`config.mk`:
```
export PLATFORM = sky130hd
export DESIGN_NAME = stab_rate_driver
export DESIGN_NICKNAME = d
export VERILOG_FILES = /design/src/rtl/stab_rate_driver.sv
export SDC_FILE = /design/constraint.sdc
export NUM_CORES = 1
export LEC_CHECK = 0
export BUFFER_PORTS_ARGS = -buffer_cell sky130_fd_sc_hd__buf_2
export CAP_MARGIN = 40
export CORE_UTILIZATION = 50
export DETAILED_ROUTE_END_ITERATION = 12
export PLACE_DENSITY_LB_ADDON = 0.15
export SLEW_MARGIN = 20
export SYNTH_ARGS = -nofsm -noshare
export SYNTH_HDL_FRONTEND = slang
export SYNTH_SLANG_ARGS = --single-unit
```
`constraint.sdc`:
```
create_clock -name CLK -period 3.6 [get_ports CLK]
set_clock_uncertainty 0.1 [all_clocks]
set_input_delay 0.54 -clock CLK [delete_from_list [all_inputs] [get_ports CLK]]
set_output_delay 0.54 -clock CLK [all_outputs]
set_load 0.005 [all_outputs]
```
`src/rtl/stab_rate_driver.sv`:
```
// Rate-selection controller feeding the variable clock divider: turns button presses
// (manual) or a timed ramp into a registered 33-bit terminal count plus run/level status.
module stab_rate_driver #(
    parameter int          NUM_LEVELS = 8,
    parameter logic [32:0] BASE_VAL   = 33'd50_000_000,
    parameter logic [32:0] STEP_VAL   = 33'd5_000_000,
    parameter logic [32:0] RAMP_TICKS = 33'd100_000_000,
    localparam int         LW         = $clog2(NUM_LEVELS)
) (
    input  logic          CLK,
    input  logic          RST,
    input  logic          BTN_START,
    input  logic          BTN_STOP,
    input  logic          BTN_UP,
    input  logic          BTN_DN,
    input  logic          MODE,
    output logic [32:0]   MAX_VAL,
    output logic [LW-1:0] LEVEL,
    output logic          RUN_EN,
    output logic          RAMP_DONE
);

    typedef enum logic [1:0] {
        S_IDLE,
        S_MANUAL,
        S_RAMP
    } state_t;

    localparam logic [LW-1:0] TOP_LEVEL = LW'(NUM_LEVELS - 1);
    localparam logic [LW-1:0] ONE_LEVEL = LW'(1);

    state_t        state_p0, state_nxt;
    logic [LW-1:0] level_p0, level_nxt;
    logic [32:0]   cnt_p0, cnt_nxt;
    logic          run_en_p0, run_en_nxt;
    logic          ramp_done_p0, ramp_done_nxt;
    logic [32:0]   max_val_p1;

    logic          start_prev, stop_prev, up_prev, dn_prev;
    logic          armed_p0;
    logic          start_e, stop_e, up_e, dn_e;

    function automatic logic [32:0] calc_max_val(input logic [LW-1:0] lvl);
        return BASE_VAL - (33'(lvl) * STEP_VAL);
    endfunction

    // armed_p0 masks the first post-reset cycle so a button held through reset
    // release only reloads its prev register instead of producing an edge.
    assign start_e = BTN_START & ~start_prev & armed_p0;
    assign stop_e  = BTN_STOP  & ~stop_prev  & armed_p0;
    assign up_e    = BTN_UP    & ~up_prev    & armed_p0;
    assign dn_e    = BTN_DN    & ~dn_prev    & armed_p0;

    always_comb begin
        state_nxt = state_p0;
        level_nxt = level_p0;
        cnt_nxt   = cnt_p0;
        if (stop_e) begin
            state_nxt = S_IDLE;
            level_nxt = '0;
            cnt_nxt   = '0;
        end else begin
            case (state_p0)
                S_IDLE: begin
                    if (start_e) begin
                        state_nxt = MODE ? S_RAMP : S_MANUAL;
                        level_nxt = '0;
                        cnt_nxt   = '0;
                    end
                end
                S_MANUAL: begin
                    if (up_e && !dn_e && level_p0 != TOP_LEVEL) begin
                        level_nxt = level_p0 + ONE_LEVEL;
                    end else if (dn_e && !up_e && level_p0 != '0) begin
                        level_nxt = level_p0 - ONE_LEVEL;
                    end
                end
                S_RAMP: begin
                    if (level_p0 == TOP_LEVEL) begin
                        cnt_nxt = '0;
                    end else if (cnt_p0 == RAMP_TICKS - 33'd1) begin
                        cnt_nxt   = '0;
                        level_nxt = level_p0 + ONE_LEVEL;
                    end else begin
                        cnt_nxt = cnt_p0 + 33'd1;
                    end
                end
                default: begin
                    state_nxt = S_IDLE;
                    level_nxt = '0;
                    cnt_nxt   = '0;
                end
            endcase
        end
        run_en_nxt    = (state_nxt != S_IDLE);
        ramp_done_nxt = (state_nxt == S_RAMP) && (level_nxt == TOP_LEVEL);
    end

    // Stage p0: state, level, ramp counter and status flags
    always_ff @(posedge CLK) begin
        if (RST) begin
            state_p0     <= S_IDLE;
            level_p0     <= '0;
            cnt_p0       <= '0;
            run_en_p0    <= 1'b0;
            ramp_done_p0 <= 1'b0;
            start_prev   <= 1'b0;
            stop_prev    <= 1'b0;
            up_prev      <= 1'b0;
            dn_prev      <= 1'b0;
            armed_p0     <= 1'b0;
        end else begin
            state_p0     <= state_nxt;
            level_p0     <= level_nxt;
            cnt_p0       <= cnt_nxt;
            run_en_p0    <= run_en_nxt;
            ramp_done_p0 <= ramp_done_nxt;
            start_prev   <= BTN_START;
            stop_prev    <= BTN_STOP;
            up_prev      <= BTN_UP;
            dn_prev      <= BTN_DN;
            armed_p0     <= 1'b1;
        end
    end

    // Stage p1: terminal count follows the level register by one cycle
    always_ff @(posedge CLK) begin
        if (RST) begin
            max_val_p1 <= BASE_VAL;
        end else begin
            max_val_p1 <= calc_max_val(level_p0);
        end
    end

    assign MAX_VAL   = max_val_p1;
    assign LEVEL     = level_p0;
    assign RUN_EN    = run_en_p0;
    assign RAMP_DONE = ramp_done_p0;

endmodule
```
[Word-level counts from Yosys, hierarchy flattened]
Cells that the tools add are included.
Word-level totals
  flip-flop bits (word level): 78
  input bits: 7
  output and inout port bits: 38
  logic and storage cells: 66
Cells by class
  add/subtract/negate cells: 4
  multipliers: 1
  equality and inequality tests: 8
  muxes and demuxes: 16
  bitwise operators: 13
  reductions and logical operators: 13
Operators by type and width (number)
  33-bit 2-to-1 mux: 3
  33-bit case mux with 3 select lines: 1
  33-bit by 1-bit adder with 33-bit output, second input constant: 1
  33-bit by 27-bit == test with 1-bit output, second input constant: 1
  26-bit by 26-bit subtractor with 27-bit output, first input constant: 1
  3-bit by 17-bit multiplier with 20-bit output, second input constant: 1
  3-bit 2-to-1 mux: 6
  3-bit case mux with 3 select lines: 1
  1-bit bitwise AND: 8
  3-bit == test, second input constant: 2
  2-bit 2-to-1 mux: 3
  1-bit logical AND: 5
  1-bit inverter: 5
  2-bit == test, second input constant: 2
  2-bit case mux with 2 select lines: 1
  2-bit OR reduction: 2
  3-bit by 1-bit adder with 3-bit output, second input constant: 1
  3-bit != test, second input constant: 1
  3-bit nonzero test: 1
  3-bit by 1-bit subtractor with 3-bit output, second input constant: 1
  2-bit by 1-bit == test with 1-bit output, second input constant: 1
  1-bit zero test: 2
  2-bit zero test: 1
  2-bit != test, second input constant: 1
  other kinds (3): 3

[Depth between registers and ports, before layout]
  depth after elaboration: 12
  mapped depth: 12
  depth with buffers taken out: 11

[Worst setup path before layout]
No wires, ideal clock.
  path type: register -> register
  start: reg level_p0[1] (netlist: LEVEL[1])
  end: reg max_val_p1[22] (netlist: MAX_VAL[22])
  setup time: 0.140 ns
  data arrival time: 3.035 ns
  required time: 3.360 ns
  path slack: 0.326 ns
  stages on the path, launching flop included: 13
  cells stage by stage: dfxtp_1 > buf_2 > inv_1 > ha_1 > inv_1 > ha_1 > a21o_1 > a22o_1 > o31a_1 > buf_2 > or3_1 > a311oi_1 > a41oi_1
On the way
  cells in the longest elaborated chain, start to end: 2
RTL lines
  start: declaration: RTL line 33  | logic [LW-1:0] level_p0, level_nxt;
  start signal: assignment: RTL line 114  | level_p0 <= level_nxt;
  3-bit by 17-bit multiplier with 20-bit output: RTL line 44  | return BASE_VAL - (33'(lvl) * STEP_VAL);
  26-bit by 26-bit subtractor with 27-bit output: RTL line 44
  end signal: assignment: RTL line 131  | max_val_p1 <= calc_max_val(level_p0);
  end: declaration: RTL line 37  | logic [32:0] max_val_p1;
No other way between the ends.
A chain may end at the register's enable or synchronous reset.

[Worst setup path after layout]
  start: reg level_p0[2] (netlist: LEVEL[2])
  end: reg max_val_p1[22] (netlist: MAX_VAL[22])
The elaborated chain is that of the path after synthesis.

==> impl_metrics.env <==
export IMPL_status="finished clean"
export IMPL_setup_violations_final=0
export IMPL_grt_pass1_wl_um=16300
export IMPL_antenna_found_initial=0
export IMPL_area_delta_synth_final_pct=8.92
export IMPL_clockRootBuffer="clkbuf_8"
export IMPL_critPathMaxFanout=14
export IMPL_drv_slew=0
export IMPL_grt_max_degree=38
export IMPL_ant_nets=0
export IMPL_synth_edf_count=0
export IMPL_cts_tree="yes"
export IMPL_rows=32
export IMPL_clockBufferDepth=2
export IMPL_gp_congestion=0.871
export IMPL_first_pass_iters=5
export IMPL_hold_viol=0
export IMPL_cts_resized=0
export IMPL_switching_share_pct=25.1
export IMPL_cts_setup_buffers=0
export IMPL_vias=3695
export IMPL_synthesis_area_um2=4050
export IMPL_synth_async_reset_ratio_pct=0
export IMPL_antennaDiodeCount=0
export IMPL_nNetsFinal=524
export IMPL_synth_distinct_cells=75
export IMPL_stdcell_count=607
export IMPL_synth_seq_cells=66
export IMPL_initial_utilization_pct=52.2
export IMPL_dp_hpwl_um=6650
export IMPL_layout_drive_gt1_share_pct=18.8
export IMPL_synth_top_area_share_pct=32.6
export IMPL_fillerInstances=709
export IMPL_power_frac_seq_pct=47.9
export IMPL_reg2regPathDepth=8
export IMPL_totalWireLength_um=9550
export IMPL_yosys_top_cells_area="dfxtp_1 33%, ha_1 4.6%, a311oi_1 3.7%, a21oi_1 3.6%, nor2_1 3.5%"
export IMPL_leakagePower_uw=0.00160
export IMPL_netlist_top_cells_count="66 x dfxtp_1, 38 x nor2_1, 37 x nand2_1"
export IMPL_hold_path_class="primary input to flop"
export IMPL_p_switching_uw=389
export IMPL_numPortBuffers=38
export IMPL_viasPerCell=6.09
export IMPL_synth_seq_area_share_pct=32.6
export IMPL_utilization_pct=56.8
export IMPL_slew_headroom_pct=48.5
export IMPL_crit_start="LEVEL[2]$_SDFF_PP0_"
export IMPL_drcViolationCount=0
export IMPL_end_kind="flop"
export IMPL_pwr_share_comb_pct=6.0
export IMPL_syn_inst=480
export IMPL_finalCritPeriodShare_pct=90.8
export IMPL_endpoint="MAX_VAL[22]$_SDFF_PP1_"
export IMPL_reg2reg_slack_ns=0.33
export IMPL_cts_sinks=66
export IMPL_p_int_uw=1160
export IMPL_worstMarginPinSlew_ns=0.770
export IMPL_arrival_ns=3.38
export IMPL_ir_worst_vdd_uv=209
export IMPL_cts_hold_buffers=0
export IMPL_ys_flop_type="dfxtp_1"
export IMPL_dpl_instance_area_um2=4180
export IMPL_yosysWarnings=0
export IMPL_dp_cells=590
export IMPL_worst_setup_path_start_kind="flop"
export IMPL_fin_crit_ns=3.27
export IMPL_path_class="flop to flop"
export IMPL_core_area_um2=7770
export IMPL_required_ns=3.71
export IMPL_yosysTopAreaCell="dfxtp_1"
export IMPL_maxCapViolCount=0
export IMPL_synth_most_common_cell="dfxtp_1"
export IMPL_cts_htree_levels=3
export IMPL_design_area_um2=4410
export IMPL_r2r_end="MAX_VAL[22]$_SDFF_PP1_"
export IMPL_worstHoldPathCells=2
export IMPL_overflow=0
export IMPL_dieArea_um2=8470
export IMPL_insertion_delay_ns=0.35
export IMPL_wire_per_inst_um=15.7
export IMPL_grt_use_total_pct=24.0
export IMPL_die_width_um=92.0
export IMPL_power_density_nw_per_um2=351
export IMPL_syn_avg_cell_area_um2=8.44
export IMPL_grt_pass1_vias=3358
export IMPL_die_height_um=92.0
export IMPL_final_setup_tns_ns=0
export IMPL_drt_initial_drc_count=213
export IMPL_rsz0062_at_grt="no"
export IMPL_clk_pin_slew_worst_paths_ns=0.08
export IMPL_clock_power_share_pct=46.1
export IMPL_worstReg2RegStart="LEVEL[2]$_SDFF_PP0_"
export IMPL_cts_buffers_inserted=9
export IMPL_fmax_mhz=306
export IMPL_ios=45
## kinds of logic (layout without fill, tap and decap cells)
kind of cell	after synthesis	in the layout	synth area share, %
mux	6	6	1.54
flops	66	66	32.6
other cells	1	6	0.0925
fa+ha+maj	17	17	5.62
buf+inv	55	75	7.50
compound gates	115	115	20.4
simple gates	206	206	29.2
xor+xnor	14	14	3.03
## metal layers
layer	vias up	track usage, %	part of all wire [%]
li1	1828	-	-
met1	1740	34.6	50
met2	119	36.2	44
met3	8	3.65	5.3
met4	0	8.20	1.0
met5	-	0	0
## critical path: stages, from the launching register on
cell      delay (ns)
dfxtp_1         0.62
ha_1            0.48
ha_1            0.34
and2_1          0.17
a22o_1          0.26
o31a_1          0.39
or3_1           0.42
a311oi_1        0.29
a41oi_1         0.07
## stage by stage
step / hold slack, ns / setup slack [ns] / total power [uW]
floorplan: 0.349 / 0.326 / 832
global placement: 0.364 / 0.504 / 850
detailed placement: 0.372 / 0.382 / 852
CTS: 0.306 / 0.375 / 1570
global route: 0.321 / 0.143 / 1620
finish: 0.317 / 0.330 / 1550
## state kept, by name, indices dropped and copies added (netlist names), 2 cells and up
register / count
LEVEL: 3
MAX_VAL: 21
cnt_p0: 33
state_p0: 2
## power groups by stage
stage | logic (uW) | registers (uW) | clock network, uW
final | 92.7 | 743 | 716
after global routing | 103 | 745 | 774
after CTS | 91.7 | 743 | 732
after detailed placement | 91.5 | 760 | 0
after global placement | 90.3 | 760 | 0
after floorplan | 73.4 | 759 | 0
## placed cells by master, fill, tap and decap left out, drive strengths merged, types with 13 or more instances in the layout
| master | instances |
|---|---|
| dfxtp | 66 |
| nand2 | 37 |
| o21ai | 20 |
| a21oi | 29 |
| nor2 | 39 |
| a311oi | 17 |
| buf | 44 |
| nand3 | 18 |
| inv | 13 |
| nor3 | 26 |
| ha | 15 |
| nand4 | 15 |
## worst min path at each step
stage,start,end,slack (ns)
final,BTN_UP,up_prev$_SDFF_PP0_,0.32
after global placement,cnt_p0[32]$_SDFFE_PP0P_,cnt_p0[32]$_SDFFE_PP0P_,0.36
after CTS,BTN_UP,up_prev$_SDFF_PP0_,0.31
after detailed placement,cnt_p0[32]$_SDFFE_PP0P_,cnt_p0[32]$_SDFFE_PP0P_,0.37
after global routing,BTN_UP,up_prev$_SDFF_PP0_,0.32
after floorplan,cnt_p0[32]$_SDFFE_PP0P_,cnt_p0[32]$_SDFFE_PP0P_,0.35
## final cells by class
type | instances | area [um2] | area share [%]
clock buffer | 9 | 124 | 2.81
clock inverter | 7 | 103 | 2.32
inverter | 14 | 52.6 | 1.19
multi-input combinational | 364 | 2450 | 55.4
sequential | 66 | 1320 | 29.9
tap | 102 | 128 | 2.89
timing repair buffer | 45 | 240 | 5.44
(Power assumes the default switching activity.)
